[src/rtl/record_pkg.sv]
// Shared types and constants for the record reader: default geometry, record
// field layout and the fetch FSM state encoding.
package record_pkg;

  localparam int unsigned AddrWDef = 4;
  localparam int unsigned DepthDef = 16;

  localparam int unsigned RecW = 14;
  localparam int unsigned OptW = 3;

  localparam int unsigned D1Msb = 13;
  localparam int unsigned D1Lsb = 10;
  localparam int unsigned D2Msb = 9;
  localparam int unsigned D2Lsb = 7;
  localparam int unsigned D3Msb = 6;
  localparam int unsigned D3Lsb = 3;
  localparam int unsigned D4Msb = 2;
  localparam int unsigned D4Lsb = 0;

  typedef enum logic [1:0] {
    StIdle,
    StFetch,
    StLatch,
    StShow
  } state_e;

endpackage

[src/rtl/edge_detect.sv]
// One-bit rising-edge detector; the previous sample resets to 0.
module edge_detect (
  input  logic clk_i,
  input  logic rst_ni,
  input  logic d_i,
  output logic rise_o
);

  logic d_q;

  always_ff @(posedge clk_i) begin
    if (!rst_ni) begin
      d_q <= 1'b0;
    end else begin
      d_q <= d_i;
    end
  end

  assign rise_o = d_i & ~d_q;

endmodule

[src/rtl/record_reader.sv]
// Browses stored timer records: snoops the record RAM write port to track the
// record count, fetches the selected entry from both RAMs and holds it on the displays.
module record_reader
  import record_pkg::*;
#(
  parameter int unsigned ADDR_W      = AddrWDef,
  parameter int unsigned DEPTH       = DepthDef,
  parameter int unsigned HOLD_CYCLES = 1000
) (
  input  logic              clk,
  input  logic              rst,
  input  logic              wr_en,
  input  logic [ADDR_W-1:0] addr,
  input  logic              clear,
  input  logic              next,
  input  logic              prev,
  input  logic              play,
  output logic              rd_en,
  output logic [ADDR_W-1:0] rd_addr,
  input  logic [RecW-1:0]   rd_data,
  input  logic [OptW-1:0]   rd_data2,
  output logic [3:0]        disp1,
  output logic [2:0]        disp2,
  output logic [3:0]        disp3,
  output logic [2:0]        disp4,
  output logic [OptW-1:0]   opt,
  output logic [ADDR_W-1:0] idx,
  output logic [ADDR_W:0]   count,
  output logic              valid
);

  localparam int unsigned HoldW = $clog2(HOLD_CYCLES);
  localparam logic [HoldW-1:0]  HoldLast = HoldW'(HOLD_CYCLES - 1);
  localparam logic [HoldW-1:0]  HoldOne  = {{(HoldW - 1){1'b0}}, 1'b1};
  localparam logic [ADDR_W-1:0] IdxOne   = {{(ADDR_W - 1){1'b0}}, 1'b1};
  localparam logic [ADDR_W:0]   CntOne   = {{ADDR_W{1'b0}}, 1'b1};
  localparam logic [ADDR_W:0]   CountMax = (ADDR_W + 1)'(DEPTH);

  state_e            state_q, state_d;
  logic [ADDR_W-1:0] idx_q, idx_d;
  logic [ADDR_W:0]   count_q, count_d;
  logic [RecW-1:0]   rec_q, rec_d;
  logic [OptW-1:0]   opt_q, opt_d;
  logic              valid_q, valid_d;
  logic [HoldW-1:0]  hold_q, hold_d;
  logic              tick_q, tick_d;

  logic next_rise, prev_rise, play_rise;

  edge_detect u_next_edge (
    .clk_i  (clk),
    .rst_ni (rst),
    .d_i    (next),
    .rise_o (next_rise)
  );

  edge_detect u_prev_edge (
    .clk_i  (clk),
    .rst_ni (rst),
    .d_i    (prev),
    .rise_o (prev_rise)
  );

  edge_detect u_play_edge (
    .clk_i  (clk),
    .rst_ni (rst),
    .d_i    (play),
    .rise_o (play_rise)
  );

  logic [ADDR_W:0]   wr_cnt;
  logic [ADDR_W:0]   idx_inc;
  logic [ADDR_W-1:0] idx_fwd, idx_back;
  logic              step_fwd, step_back, refetch;

  always_comb begin
    wr_cnt    = {1'b0, addr} + CntOne;
    idx_inc   = {1'b0, idx_q} + CntOne;
    idx_fwd   = (idx_inc == count_q) ? '0 : idx_q + IdxOne;
    // count_q[ADDR_W-1:0] wraps to 0 when full, so subtracting one still lands on DEPTH-1.
    idx_back  = (idx_q == '0) ? count_q[ADDR_W-1:0] - IdxOne : idx_q - IdxOne;
    step_back = prev_rise & ~next_rise;
    step_fwd  = (next_rise & ~prev_rise) | (tick_q & play);
    refetch   = wr_en && (addr == idx_q);
  end

  always_comb begin
    state_d = state_q;
    idx_d   = idx_q;
    count_d = count_q;
    rec_d   = rec_q;
    opt_d   = opt_q;
    valid_d = valid_q;
    hold_d  = '0;
    tick_d  = 1'b0;

    if (wr_en && ({1'b0, addr} >= count_q)) begin
      count_d = (wr_cnt > CountMax) ? CountMax : wr_cnt;
    end

    unique case (state_q)
      StIdle: begin
        if (count_q != '0) begin
          idx_d   = '0;
          state_d = StFetch;
        end
      end
      StFetch: state_d = StLatch;
      StLatch: begin
        rec_d   = rd_data;
        opt_d   = rd_data2;
        valid_d = 1'b1;
        state_d = StShow;
      end
      StShow: begin
        if (step_back) begin
          idx_d   = idx_back;
          state_d = StFetch;
        end else if (step_fwd) begin
          idx_d   = idx_fwd;
          state_d = StFetch;
        end else if (refetch) begin
          state_d = StFetch;
        end else if (play && !play_rise) begin
          // Terminal count arms a tick; the step itself fires on the following cycle.
          if (hold_q == HoldLast) begin
            tick_d = 1'b1;
          end else begin
            hold_d = hold_q + HoldOne;
          end
        end
      end
      default: state_d = StIdle;
    endcase

    if (clear) begin
      state_d = StIdle;
      idx_d   = '0;
      count_d = '0;
      rec_d   = '0;
      opt_d   = '0;
      valid_d = 1'b0;
      hold_d  = '0;
      tick_d  = 1'b0;
    end
  end

  always_ff @(posedge clk) begin
    if (!rst) begin
      state_q <= StIdle;
      idx_q   <= '0;
      count_q <= '0;
      rec_q   <= '0;
      opt_q   <= '0;
      valid_q <= 1'b0;
      hold_q  <= '0;
      tick_q  <= 1'b0;
    end else begin
      state_q <= state_d;
      idx_q   <= idx_d;
      count_q <= count_d;
      rec_q   <= rec_d;
      opt_q   <= opt_d;
      valid_q <= valid_d;
      hold_q  <= hold_d;
      tick_q  <= tick_d;
    end
  end

  assign rd_en   = (state_q == StFetch);
  assign rd_addr = idx_q;
  assign disp1   = rec_q[D1Msb:D1Lsb];
  assign disp2   = rec_q[D2Msb:D2Lsb];
  assign disp3   = rec_q[D3Msb:D3Lsb];
  assign disp4   = rec_q[D4Msb:D4Lsb];
  assign opt     = opt_q;
  assign idx     = idx_q;
  assign count   = count_q;
  assign valid   = valid_q;

endmodule

[config.mk]
export PLATFORM = sky130hd
export DESIGN_NAME = record_reader
export DESIGN_NICKNAME = d
export VERILOG_FILES = /design/src/rtl/record_pkg.sv /design/src/rtl/edge_detect.sv /design/src/rtl/record_reader.sv
export SDC_FILE = /design/constraint.sdc
export NUM_CORES = 1
export LEC_CHECK = 0
export ABC_CLOCK_PERIOD_IN_PS = 5600
export CAP_MARGIN = 20
export CORE_MARGIN = 2
export CORE_UTILIZATION = 56
export CTS_BUF_LIST = sky130_fd_sc_hd__clkbuf_16
export DETAILED_ROUTE_END_ITERATION = 10
export DONT_BUFFER_PORTS = 1
export GPL_TIMING_DRIVEN = 1
export HOLD_SLACK_MARGIN = 0.06
export MAX_ROUTING_LAYER = met4
export PLACE_DENSITY = 0.69
export SYNTH_ARGS = -nofsm -noshare
export SYNTH_HDL_FRONTEND = slang
export SYNTH_SLANG_ARGS = --single-unit
[constraint.sdc]
create_clock -name clk -period 5.6 [get_ports clk]
set_input_delay 0.56 -clock clk [delete_from_list [all_inputs] [get_ports clk]]
set_output_delay 0.56 -clock clk [all_outputs]
set_load 0.005 [all_outputs]
==> metrics list, run 1 <==
* Result of the run: finished clean
* Number of cell instances on the worst register-to-register path: 7
* Critical Path Sink: idx[1]
- Core box area: 3720 µm²
- The count of final hold-check violations came to 0.
* Top achievable clock speed: 0.471 GHz
* Cell accounting for the most synthesized area: dfxtp_1
- Area added between synthesis and finish: 5.91%
- CP Launch Point: idx[0]
- Clock sinks: 43
- TritonCTS clock tree: yes
* Wire length per cell after detailed routing: 15.2 µm
* Global placement routability congestion: 0.856
- Pin count of the biggest net entering global routing: 32
- Post-synthesis cell type count: 46
- Sorting the synthesized cells by area gives the leading types as dfxtp_1 (39%), mux2i_1 (9.5%), ha_1 (8.0%).
- In this run the critical register-to-register path is launched from idx[0].
- RSZ-0062 raised after global routing: false
* Fill count: 329
- Chip height: 66.7 µm
- Total leakage power: 0.000840 µW
- Primary FF master, synth: dfxtp_1
- Summed over all failing endpoints, the final setup total negative slack is 0 ps.
- Final worst path period need: 2120 ps
* Final core occ: 62.8%
* Number of register bits inferred by synthesis: 43
* Worst skew pair latency: 280 ps
- The worst register-to-register path has a setup slack of 3480 ps.
- After clock tree synthesis, the repair step resized 0 gates.
- For this run, design rule violations remaining after detail routing come to 0.
- Number of setup violations in the final report: 0
* Number of buffers inserted by port buffering: 0
- Seq. cell area: 861 µm²
* Leading cell types in the layout, fill and taps excluded: nor2_1 (43), dfxtp_1 (43), mux2i_1 (21)
* Via count of the first global-routing pass: 1552
* GRT Total Usage: 21.7%
- Class of the worst hold path: in2reg
- Synthesized area: 2200 µm²
- Number of iterations in the first detailed-routing pass: 4
- The repair_antennas step left the layout with diodes totalling 0.
- The H-tree was split into 2 levels.
- Terminus of the critical flop-to-flop path: idx[1]
* Endpoint type of the worst setup path: register
- Max-cap violations: 0
- For this block, the initial DRC count from the detailed router was 118.
* Slew @ Worst Pin: 990 ps
- The count of nets left with antenna violations once routing finished came out at 0.
* Final-stage net count: 276
- Cell at the root of the clock tree: clkbuf_16
- The top cell type by area accounts for 39.1% of the synthesized area.
* Wire length of the first global-routing pass: 7.00 mm
- Starting utilization of the core area: 59.3%
* Slew Viols, Final: 0
* Layout cell share with drive strength beyond 1: 5.96%
- After clock tree synthesis, the clock-pin slew on the worst setup and hold paths is 60 ps.
* Die outline width: 66.7 µm
- Count of flip-flops with a built-in enable after synthesis: 0
- For this block, the via count after detailed routing is 1586.
- Worst VDD drop: 0.000162 V
* Detailed placement HPWL: 3.15 mm
- In the routed layout, each cell is associated on average with a via count of 5.60.
- # IOs: 60
* Power per unit of standard cell area: 270 nW/µm²
- Crit path max fanout: 10
- The setup path with the least slack is of type reg2reg.
- Sequential cells were found to cover 39.1% of the synthesized design area.
* Critical path data arrival time: 2260 ps
- Placement Rows: 22
* Number of buffers added to fix hold violations after cts: 0
- Share of the cycle needed by the critical path after routing: 37.9%
* Buffer count from post-CTS setup fixing: 0
- Area of combinational cells with multiple inputs: 1220 µm²
- Counting along the longest clock path gives a buffer depth of 2.
* Total gr overflow: 0
- For this run, asynchronously set or reset flops after synthesis account for 0%.
- Syn Nets: 281
- Worst clock skew on the final layout: 5.91 ps
* Number of antenna violations at the first check in global routing: 0
* Post-synthesis cell count: 239
* Average size of a mapped cell: 9.21 µm²
- At the worst endpoint, the required time is 5730 ps.
- For this block, the routed nets add up to 4.31 mm of wire.
* Type of origin of the critical path: register
- Die ar.: 4450 µm²
- TritonCTS Buffers: 5
- Count of warnings emitted by yosys: 0
* Normalized max-slew margin: 34.0%
[worst min-delay path by stage]
stage,from,to,slack (ps),cells after the start
after detailed placement,hold_q[0],hold_q[0],440,1
after floorplan,hold_q[0],hold_q[0],410,1
after global placement,hold_q[0],hold_q[0],420,1
final,rst,u_play_edge.d_q,400,1
after CTS,rst,u_play_edge.d_q,400,1
after global routing,rst,u_play_edge.d_q,390,1
[synthesized netlist by cell type, types with 2 or more instances]
cell       n
mux2i_1   21
buf_4      6
and3_1     4
xnor2_1   11
nor4_1     2
nand2b_1   3
nand3_1    4
clkbuf_1   3
nor2_1    43
inv_1     10
a21oi_1    8
o22ai_1    2
dfxtp_1   43
a211oi_1   3
and2_1     5
xor2_1     9
a22oi_1    2
nand4_1    2
a31oi_1    2
nor2b_1    2
nand3b_1   3
nor3_1     3
nand2_1    9
o21ai_0    2
ha_1      14
buf_2      3
[state kept, by name, indices dropped and copies added (netlist names)]
register and count:
valid 1, u_next_edge.d_q 1, idx 4, hold_q 10, rec_q 14, opt 3
u_play_edge.d_q 1, tick_q 1, count 5, u_prev_edge.d_q 1, state_q 2
[layout make-up]
class / instances / share of cell area, %
Clock buffer: 5 / 5.36
Multi-Input combinational cell: 173 / 52.4
Inverter: 10 / 1.61
Tap cell: 48 / 2.58
Clock inverter: 3 / 0.697
Timing Repair Buffer: 1 / 0.483
Sequential cell: 43 / 36.9
[metal layers]
layer	GRT usage, %	wire length, µm
met1	24.6	1820
met2	34.9	2100
met5	-	0
met3	7.60	322
met4	9.18	60
[kinds of logic after synthesis]
family,share of synthesized area (%)
AO/OA/AOI/OAI,8.13
XOR/XNOR,7.95
adder cells (fa/ha/maj),7.95
buffers and inverters,5.45
flip-flops,39.1
multiplexers,9.55
AND/OR/NAND/NOR,21.9
[where the power goes]
part / internal (µW) / switching [µW]
Clock: 162 / 108
Combinational: 20.6 / 25.1
Sequential: 310 / 4.56
[critical path, cell delays in order (launching register included)]
cell and delay, ps:
dfxtp_1 580, ha_1 300, xor2_1 250, o22ai_1 130, o22a_1 220, nor3_1 280, nand3b_1 160, a21oi_1 60
[metrics by stage]
stage	cell area, µm²	hold WS (ps)	setup WS [ps]	std cells	power, µW
global placement	2180	420	3360	274	363
finish	2330	404	3480	283	630
detailed placement	2180	437	3220	274	366
global route	2330	387	3180	283	660
CTS	2320	397	3470	282	638
floorplan	2200	413	3760	239	356
(Power assumes the default switching activity.)
==> inputs of run 2 (changes only) <==
Settings changed: ABC_CLOCK_PERIOD_IN_PS 5600 to 1880, PLACE_DENSITY 0.69 to 0.72.
Clock period 5.6 ns to 1.88 ns, I/O delays scaled along.
==> run 2 against run 1 <==
Critical path depth is the same. Total power increased to 3.3 times the previous value. Clock skew down 1.1 ps.
==> metrics list, run 2 (synthesized netlist as in run 1, its figures left out) <==
- Result of the run: finished clean
- Core box area: 3720 µm²
- The HPWL after detailed placement is 3.22 mm.
* Final worst path period need: 1770 ps
- Hold worst-path end: rec_q[13]
* Buffer count from post-CTS setup fixing: 0
* Critical Path Max Stage Delay: 430 ps
- Total leakage power: 0.000999 µW
* Share of total power in combinational logic: 8.6%
- The floorplan has 22 rows.
- The first global-routing pass estimated 7.43 mm of wire.
- TritonCTS built the clock tree.
- After clock tree synthesis, the clock-pin slew on the worst setup and hold paths is 60 ps.
- Number of buffers between clock root and the deepest sink: 2
* Hold_ws: 60.3 ps
- For this design, the slowest cell found on the critical path is dfxtp_1.
* Clock network fraction of total power: 47.0%
- The worst hold path passes through 2 cells.
- Cell at the root of the clock tree: clkbuf_16
- The count of buffers added on input and output ports is 0.
* Post-route total power: 2100 µW
- The count of nets left with antenna violations once routing finished came out at 0.
* Layout cell share with drive strength beyond 1: 12.1%
- In this run the vertical extent of the chip is 66.7 µm.
- After detailed routing, the met3 layer carries 267 µm of wire.
- Critical path data arrival time: 1940 ps
- In this run the critical register-to-register path is captured at count[3].
- Data required, critical path: 2040 ps
* Worst VDD drop: 0.000816 V
* Buffers and inverters on the worst path: 1
- Measured against its own limit, the worst slew margin works out to 72.8%.
- Slew Viols, Final: 0
- Number of iterations in the first detailed-routing pass: 4
* Number of setup violations in the final report: 0
- Die ar.: 4450 µm²
- After filler insertion, the fill cell instance count of the layout stands at 301.
- Worst skew pair latency: 290 ps
- After detailed routing, the total wire length is 4.70 mm.
- Total internal power: 1640 µW
* Power per unit of standard cell area: 788 nW/µm²
* CP Launch Point: count[1]
* RSZ-0062 raised after global routing: true
- Starting utilization of the core area: 59.3%
* Crit path cell chain: inv_1, ha_1, a21oi_1, o21ai_1, nand3b_1, a221oi_1, a211oi_1
* Register with the highest flop count: rec_q
- The detailed router finished its first iteration with 70 violations.
- Final-stage net count: 306
- Number of flip-flops under the largest register name: 14
- Reg power frac: 44.4%
- Worst R2R Setup Slack: 110 ps
- 0 antenna diodes ended up in the layout.
- Pin count of the biggest net entering global routing: 31
- Global routing finished with a remaining overflow of 0.
- Crit path max fanout: 6
- Summing all placed instances gives a cell area of 2270 µm².
* Number of cell instances on the worst register-to-register path: 7
- # IOs: 60
* Share of the cycle needed by the critical path after routing: 94.2%
- Residual DRC count: 0
* Clock sinks: 43
- The worst setup path is captured at a register.
* Slew @ Worst Pin: 406 ps
- Setup CP Type: reg2reg
* Largest delay share family, worst path: compound AO/OA/AOI/OAI gates
* Final core occ: 71.7%
* Sum of routed wire segments on met1: 1.90 mm
* Area added between synthesis and finish: 21.0%
- Most common cell after layout, fill and taps aside: nor2_1
* Met2 routed wirelength: 2.47 mm
- TritonCTS Buffers: 5
- The tool flagged a number of max-cap violations equal to 0.
- In this run switching power makes up 21.8% of total power.
- Switching power summed over all nets: 459 µW
* Final design area excluding fillers: 2670 µm²
* Worst clock skew on the final layout: 4.81 ps
- The worst register-to-register path begins at count[1].
* Area of combinational cells with multiple inputs: 1260 µm²
* Number of antenna violations at the first check in global routing: 0
- STA classifies the critical path startpoint as a register.
* Number of vias per cell after detailed routing: 5.50
* Seq. cell area: 862 µm²
* Total vias in the final route: 1721
- The number of global-route vias before repair came to 1713.
* GRT Total Usage: 23.1%
- Hold Fails Final Rpt: 0
* Top achievable clock speed: 0.565 GHz
* H-tree Lvls: 2
* Wire length per cell after detailed routing: 15.0 µm
- The congestion estimate from routability-driven global placement came to 0.871.
- Post-route setup TNS: 0 ps
- In this run the most critical hold path is launched from rd_data[13].
- Die outline width: 66.7 µm
- Leading cell types in the layout, fill and taps excluded: nor2_1 (43), dfxtp_1 (42), mux2i_1 (21)
* Max layer used: met4
- Class of the worst hold path: in2reg
## run 2: cell count changes in the layout (fill, tap and decap cells not counted), moves of 2 or more
cell | before | now
buf_4 | 0 | 12
a21oi_2 | 0 | 2
nor4_1 | 2 | 0
dlygate4sd3_1 | 0 | 19
nor4_2 | 0 | 2
a21oi_1 | 8 | 6
## run 2: worst register-to-register path: stages, from the launching register on
cell,delay (ps)
dfxtp_1,430
inv_1,70
ha_1,270
a21oi_1,60
o21ai_1,190
nand3b_1,260
a221oi_1,290
a211oi_1,80
## run 2: metrics by stage
stage,setup slack [ps],cells
5_1_grt,-46.2,313
3_3_place_gp,108,286
2_1_floorplan,35.7,239
4_1_cts,42.8,313
6_report,110,313
3_5_place_dp,54.4,286
## run 2: timing repair
item,in CTS,in global routing
gates resized for setup,0,10
endpoints found under the hold margin,18,0
endpoints found under the setup margin,0,16
hold buffers,19,0
## run 2: power groups by stage
| stage | logic [µW] | clock network (µW) | registers [µW] |
|---|---|---|---|
| after floorplan | 110 | 0 | 951 |
| final | 181 | 987 | 931 |
| after detailed placement | 144 | 0 | 951 |
| after global routing | 198 | 1030 | 932 |
| after global placement | 139 | 0 | 951 |
| after CTS | 177 | 1000 | 931 |
## run 2: cell type report
class	instances	share of cell area, %
Clock buffer	5	4.69
Sequential cell	43	32.3
Clock inverter	3	1.60
Inverter	10	1.41
Multi-Input combinational cell	173	47.2
Tap cell	48	2.25
Timing Repair Buffer	31	10.5
## run 2: per-layer routing
metal | track usage (%) | up-vias
met2 | 40.9 | 40
met3 | 8.45 | 6
met4 | 6.89 | 0
met5 | - | -
li1 | - | 864
met1 | 24.0 | 811
## run 2: worst max path at each step
stage / depth (start not counted) / slack (ps) / end
final: 7 / 110 / count[3]
after detailed placement: 9 / 50 / idx[2]
after global routing: 9 / -50 / idx[1]
after CTS: 9 / 40 / idx[2]
after floorplan: 10 / 40 / idx[2]
after global placement: 9 / 110 / idx[2]
